===== config.mk =====
export PLATFORM = sky130hd
export DESIGN_NAME = vlg_rr_arbiter
export DESIGN_NICKNAME = d
export VERILOG_FILES = /design/src/rtl/vlg_rr_arbiter.sv
export SDC_FILE = /design/constraint.sdc
export NUM_CORES = 1
export LEC_CHECK = 0
export ABC_AREA = 1
export CAP_MARGIN = 25
export CORE_MARGIN = 2
export CORE_UTILIZATION = 35
export DETAILED_ROUTE_END_ITERATION = 10
export DONT_BUFFER_PORTS = 1
export GPL_ROUTABILITY_DRIVEN = 0
export PLACE_DENSITY_LB_ADDON = 0.05
export RECOVER_POWER = 100
export SLEW_MARGIN = 20
export SYNTH_ARGS = -nofsm -noshare
export SYNTH_HDL_FRONTEND = slang
export SYNTH_SLANG_ARGS = --single-unit

===== constraint.sdc =====
create_clock -name clk -period 1.5 [get_ports clk]
set_input_delay 0.45 -clock clk [delete_from_list [all_inputs] [get_ports clk]]
set_output_delay 0.45 -clock clk [all_outputs]
set_load 0.01 [all_outputs]

===== src/rtl/vlg_rr_arbiter.sv =====
// Round-robin arbiter: one grant at a time, held until release, one turnaround cycle, then rotate.
// Optional forced revoke after HOLD_MAX grant cycles is built when ARB_TIMEOUT_EN is defined.
`timescale 1ns/1ps

module vlg_rr_arbiter #(
    parameter int REQ_NUM  = 4,
    parameter int ID_W     = 2,
    parameter int HOLD_MAX = 16,
    parameter int CNT_W    = 5
) (
    input  logic               clk,
    input  logic               rst_n,
    input  logic [REQ_NUM-1:0] req,
    input  logic [REQ_NUM-1:0] done,
    output logic [REQ_NUM-1:0] gnt,
    output logic               gnt_vld,
    output logic [ID_W-1:0]    gnt_id,
    output logic               timeout
);

    localparam int SUM_W = ID_W + 1;

    typedef enum logic [1:0] {
        IDLE  = 2'd0,
        GRANT = 2'd1,
        TURN  = 2'd2
    } state_t;

    state_t             state_reg, state_next;
    logic [REQ_NUM-1:0] gnt_reg, gnt_next;
    logic               gnt_vld_reg, gnt_vld_next;
    logic [ID_W-1:0]    gnt_id_reg, gnt_id_next;
    logic [ID_W-1:0]    ptr_reg, ptr_next;

    logic [ID_W-1:0]    rot_idx [REQ_NUM];
    logic [REQ_NUM-1:0] req_rot;
    logic [ID_W-1:0]    sel_id;
    logic               sel_found;
    logic               owner_release;
    logic               revoke;
    logic [ID_W-1:0]    owner_inc;

    // Requests rotated so that position 0 is the current highest-priority requester.
    generate
        for (genvar gi = 0; gi < REQ_NUM; gi++) begin : g_rot
            logic [SUM_W-1:0] idx_sum;
            assign idx_sum     = {1'b0, ptr_reg} + SUM_W'(gi);
            assign rot_idx[gi] = (idx_sum >= SUM_W'(REQ_NUM)) ?
                                 ID_W'(idx_sum - SUM_W'(REQ_NUM)) : ID_W'(idx_sum);
            assign req_rot[gi] = req[rot_idx[gi]];
        end
    endgenerate

    always_comb begin
        sel_found = 1'b0;
        sel_id    = '0;
        for (int i = REQ_NUM - 1; i >= 0; i--) begin
            if (req_rot[i]) begin
                sel_found = 1'b1;
                sel_id    = rot_idx[i];
            end
        end
    end

    // Dropping the request without done also counts as a release.
    assign owner_release = done[gnt_id_reg] | ~req[gnt_id_reg];
    assign owner_inc     = (gnt_id_reg == ID_W'(REQ_NUM - 1)) ? '0 : gnt_id_reg + ID_W'(1);

`ifdef ARB_TIMEOUT_EN
    logic [CNT_W-1:0] hold_cnt_reg, hold_cnt_next;
    logic             timeout_reg;

    assign revoke = (state_reg == GRANT) && !owner_release &&
                    (hold_cnt_reg == CNT_W'(HOLD_MAX - 1));

    always_comb begin
        hold_cnt_next = hold_cnt_reg;
        if (state_reg == IDLE && sel_found) begin
            hold_cnt_next = '0;
        end else if (state_reg == GRANT && hold_cnt_reg != CNT_W'(HOLD_MAX)) begin
            hold_cnt_next = hold_cnt_reg + CNT_W'(1);
        end
    end

    always_ff @(posedge clk or negedge rst_n) begin
        if (!rst_n) begin
            hold_cnt_reg <= '0;
            timeout_reg  <= 1'b0;
        end else begin
            hold_cnt_reg <= hold_cnt_next;
            timeout_reg  <= revoke;
        end
    end

    assign timeout = timeout_reg;
`else
    assign revoke  = 1'b0;
    assign timeout = 1'b0;
`endif

    always_comb begin
        state_next   = state_reg;
        gnt_next     = gnt_reg;
        gnt_vld_next = gnt_vld_reg;
        gnt_id_next  = gnt_id_reg;
        ptr_next     = ptr_reg;
        case (state_reg)
            IDLE: begin
                if (sel_found) begin
                    gnt_next         = '0;
                    gnt_next[sel_id] = 1'b1;
                    gnt_vld_next     = 1'b1;
                    gnt_id_next      = sel_id;
                    state_next       = GRANT;
                end
            end
            GRANT: begin
                if (owner_release || revoke) begin
                    gnt_next     = '0;
                    gnt_vld_next = 1'b0;
                    ptr_next     = owner_inc;
                    state_next   = TURN;
                end
            end
            TURN: begin
                state_next = IDLE;
            end
            default: begin
                gnt_next     = '0;
                gnt_vld_next = 1'b0;
                state_next   = IDLE;
            end
        endcase
    end

    always_ff @(posedge clk or negedge rst_n) begin
        if (!rst_n) begin
            state_reg   <= IDLE;
            gnt_reg     <= '0;
            gnt_vld_reg <= 1'b0;
            gnt_id_reg  <= '0;
            ptr_reg     <= '0;
        end else begin
            state_reg   <= state_next;
            gnt_reg     <= gnt_next;
            gnt_vld_reg <= gnt_vld_next;
            gnt_id_reg  <= gnt_id_next;
            ptr_reg     <= ptr_next;
        end
    end

    assign gnt     = gnt_reg;
    assign gnt_vld = gnt_vld_reg;
    assign gnt_id  = gnt_id_reg;

    a_params_ok: assert property (@(posedge clk)
        (2 ** CNT_W > HOLD_MAX) && (2 ** ID_W >= REQ_NUM) && (REQ_NUM >= 2));
    a_gnt_onehot: assert property (@(posedge clk) disable iff (!rst_n) $onehot0(gnt_reg));
    a_vld_match: assert property (@(posedge clk) disable iff (!rst_n) gnt_vld_reg == (|gnt_reg));

endmodule


==> impl_metrics.json <==
{
  "outcome": "completed",
  "fillCellCount": 221,
  "drc": 0,
  "core.rowCount": 17,
  "clkPwrFrac_pct": 9.8,
  "htreeDepth": 1,
  "fp.dieArea_um2": 2680,
  "critical_path_class": "flip-flop to flip-flop",
  "post-route-period-util_pct": 95.1,
  "clock-root-buffer": "clkbuf_4",
  "start_util_pct": 36.5,
  "met2WireLength_um": 784,
  "cp.arrival_ps": 1640,
  "grt_pass1_vias": 671,
  "drtPass1Iterations": 4,
  "p_per_area_nw_per_um2": 2290,
  "finalNetCount": 133,
  "design_area_um2": 926,
  "ys_seq_area_share_pct": 34.4,
  "clkTransAtPathRegs_ps": 70,
  "vias_per_cell": 4.61,
  "cts_tree": "yes",
  "core_um2": 2190,
  "clock_latency_ps": 270,
  "cts_setup_buffers": 0,
  "portBuffers": 0,
  "setup_viol": 0,
  "n_antenna_cell": 0,
  "slowest_delay_ps": 480,
  "max-vdd-ir-drop_uv": 949,
  "syn-instance-count": 114,
  "top_layer_used": "met4",
  "drive_gt1_share_pct": 34.7,
  "worstSetupEndpointType": "flip-flop",
  "grt_overflow": 0,
  "met1_length_um": 766,
  "max_slew.worst_pin.slew_ps": 496,
  "grt_usage_pct": 14.2,
  "cts_buffer_depth": 2,
  "min_path_type": "flip-flop to flip-flop",
  "cp_data_required_time_ps": 1710,
  "synth_cell_types": 22,
  "max_cap_violations": 0,
  "p_int_mw": 1.03,
  "wl_um": 1610,
  "p_leak_nw": 0.505,
  "regArea_um2": 277,
  "routed-wl-met3_um": 31,
  "comb_power_share_pct": 61.4,
  "path_cells": "buf_6 -> nand2_4 -> nand2_2 -> nand2_2 -> nor2_4 -> nor2_4 -> inv_2 -> a21oi_2 -> nand2_1 -> nand2_1",
  "most-common-layout-cells": "nand2_1, inv_1, nand2_2, dfrtp_1, nand3_1",
  "drtIter0Drc": 6,
  "slowest_stage": "dfrtp_2",
  "seq_power_share_pct": 28.8,
  "routedWlPerCell_um": 10.8,
  "final_hold_viol_count": 0,
  "p_sw_share_pct": 51.4,
  "skew_ps": 2.34,
  "ys_warn_count": 0,
  "postLayoutCoreUtil_pct": 42.3,
  "critPathLaunchType": "flip-flop",
  "syn_nets": 125,
  "synth.avg_cell_area_um2": 7.01,
  "fmax_ghz": 0.701,
  "syn_area_um2": 800,
  "drtAntennaViolNets": 0,
  "path_buf_inv": 2,
  "drv_slew": 0,
  "grt_max_degree": 12,
  "rsz0062_at_grt": "true",
  "grt_pass1_wl_um": 2820,
  "clock_sink_count": 11,
  "largest_reg_flops": 4,
  "cts_buffers": 3,
  "antenna_found_initial": 0,
  "placed_area_um2": 846,
  "die_w_um": 51.8,
  "multi_input_area_um2": 463,
  "path_max_fanout": 7,
  "ys_seq_elements": 11,
  "relSlewSlack_pct": 66.8,
  "critical_path.top_delay_family": "simple AND/OR/NAND/NOR gates",
  "vias": 687,
  "place_hpwl_um": 1310,
  "area_growth_syn_to_layout_pct": 15.8,
  "post-route-min-period_ps": 1430,
  "final_common_cell": "nand2_1",
  "ios": 18,
  "p_switching_mw": 1.09,
  "dieHeight_um": 51.8
}
-- path summary, 6_finish.rpt --
| path | slack [ps] | to | from | cells past startpoint |
|---|---|---|---|---|
| max | 70 | gnt[0] | ptr_reg[0] | 10 |
| min | 510 | state_reg[0] | state_reg[1] | 1 |
| max reg2reg | 70 | gnt[0] | ptr_reg[0] | 10 |
| min reg2reg | 510 | state_reg[0] | state_reg[1] | 1 |
| max in group asynchronous | 570 | ptr_reg[0] | rst_n | 1 |
| min in group asynchronous | 580 | gnt[1] | rst_n | 1 |
-- kinds of logic after synthesis --
logic type | count (synthesis) | share of synthesized area, %
AO/OA/AOI/OAI | 11 | 8.92
buffers and inverters | 23 | 12.2
other | 1 | 0.469
adder cells (fa/ha/maj) | 1 | 1.56
AND/OR/NAND/NOR | 67 | 42.4
flip-flops | 11 | 34.4
-- power groups by stage --
| stage | registers (mW) | logic [mW] | clock network, mW |
|---|---|---|---|
| finish | 0.610 | 1.30 | 0.208 |
| CTS | 0.595 | 1.22 | 0.208 |
| detailed placement | 0.601 | 1.21 | 0 |
| global route | 0.636 | 1.51 | 0.221 |
| global placement | 0.599 | 1.23 | 0 |
| floorplan | 0.568 | 0.986 | 0 |
-- worst reg2reg max path, stage by stage, from the launching register on --
cell     delay [ps]
dfrtp_2         480
buf_6           150
nand2_4          70
nand2_2          50
nand2_2          90
nor2_4           50
nor2_4          170
inv_2            80
a21oi_2         120
nand2_1          60
nand2_1          50
-- cell usage after synthesis --
cell      count  area [µm²]
buf_6         1        11.3
o31ai_1       2        15.0
o21ai_0       2        10.0
nand2_2      12        75.1
inv_1        18        67.6
buf_4         1        7.51
a21oi_2       1        8.76
inv_2         3        11.3
ha_1          1        12.5
nand2_4       1        11.3
nand3_2       2        20.0
nor2_1        2        7.51
nand2_1      35         131
nand3_1      10        50.1
dfrtp_1      11         275
nor2_4        2        22.5
nand3b_1      2        15.0
o21ai_1       3        15.0
o21ai_2       2        17.5
a21oi_1       1        5.00
nor2_2        1        6.26
conb_1        1        3.75
-- metal layers --
layer	vias to the layer above	GRT usage, %
met5	-	0
met4	0	6.58
met3	5	2.01
met2	6	23.5
met1	314	18.1
li1	362	-
-- final cells by class --
type / instances / area share, %
Clock buffer: 4 / 2.84
Inverter: 21 / 8.78
Multi-Input combinational cell: 80 / 50.0
Sequential cell: 11 / 29.9
Tap cell: 28 / 3.78
Timing Repair Buffer: 5 / 4.73
-- per-stage QoR --
step	TNS, ps	power, mW	cells	worst slack (ps)	hold slack (ps)
floorplan	0	1.55	114	223	154
global placement	0	1.83	144	58.4	155
detailed placement	0	1.81	144	69.6	155
CTS	0	2.02	149	49.2	520
global route	-164	2.37	149	-69.5	566
finish	0	2.12	149	73.0	514
-- timing repair --
item	in CTS	in global routing
endpoints found under the hold margin	11	0
hold buffers	1	0
gates resized for setup	0	17
endpoints found under the setup margin	0	6
No activity file was read; power rests on OpenSTA's default activity.
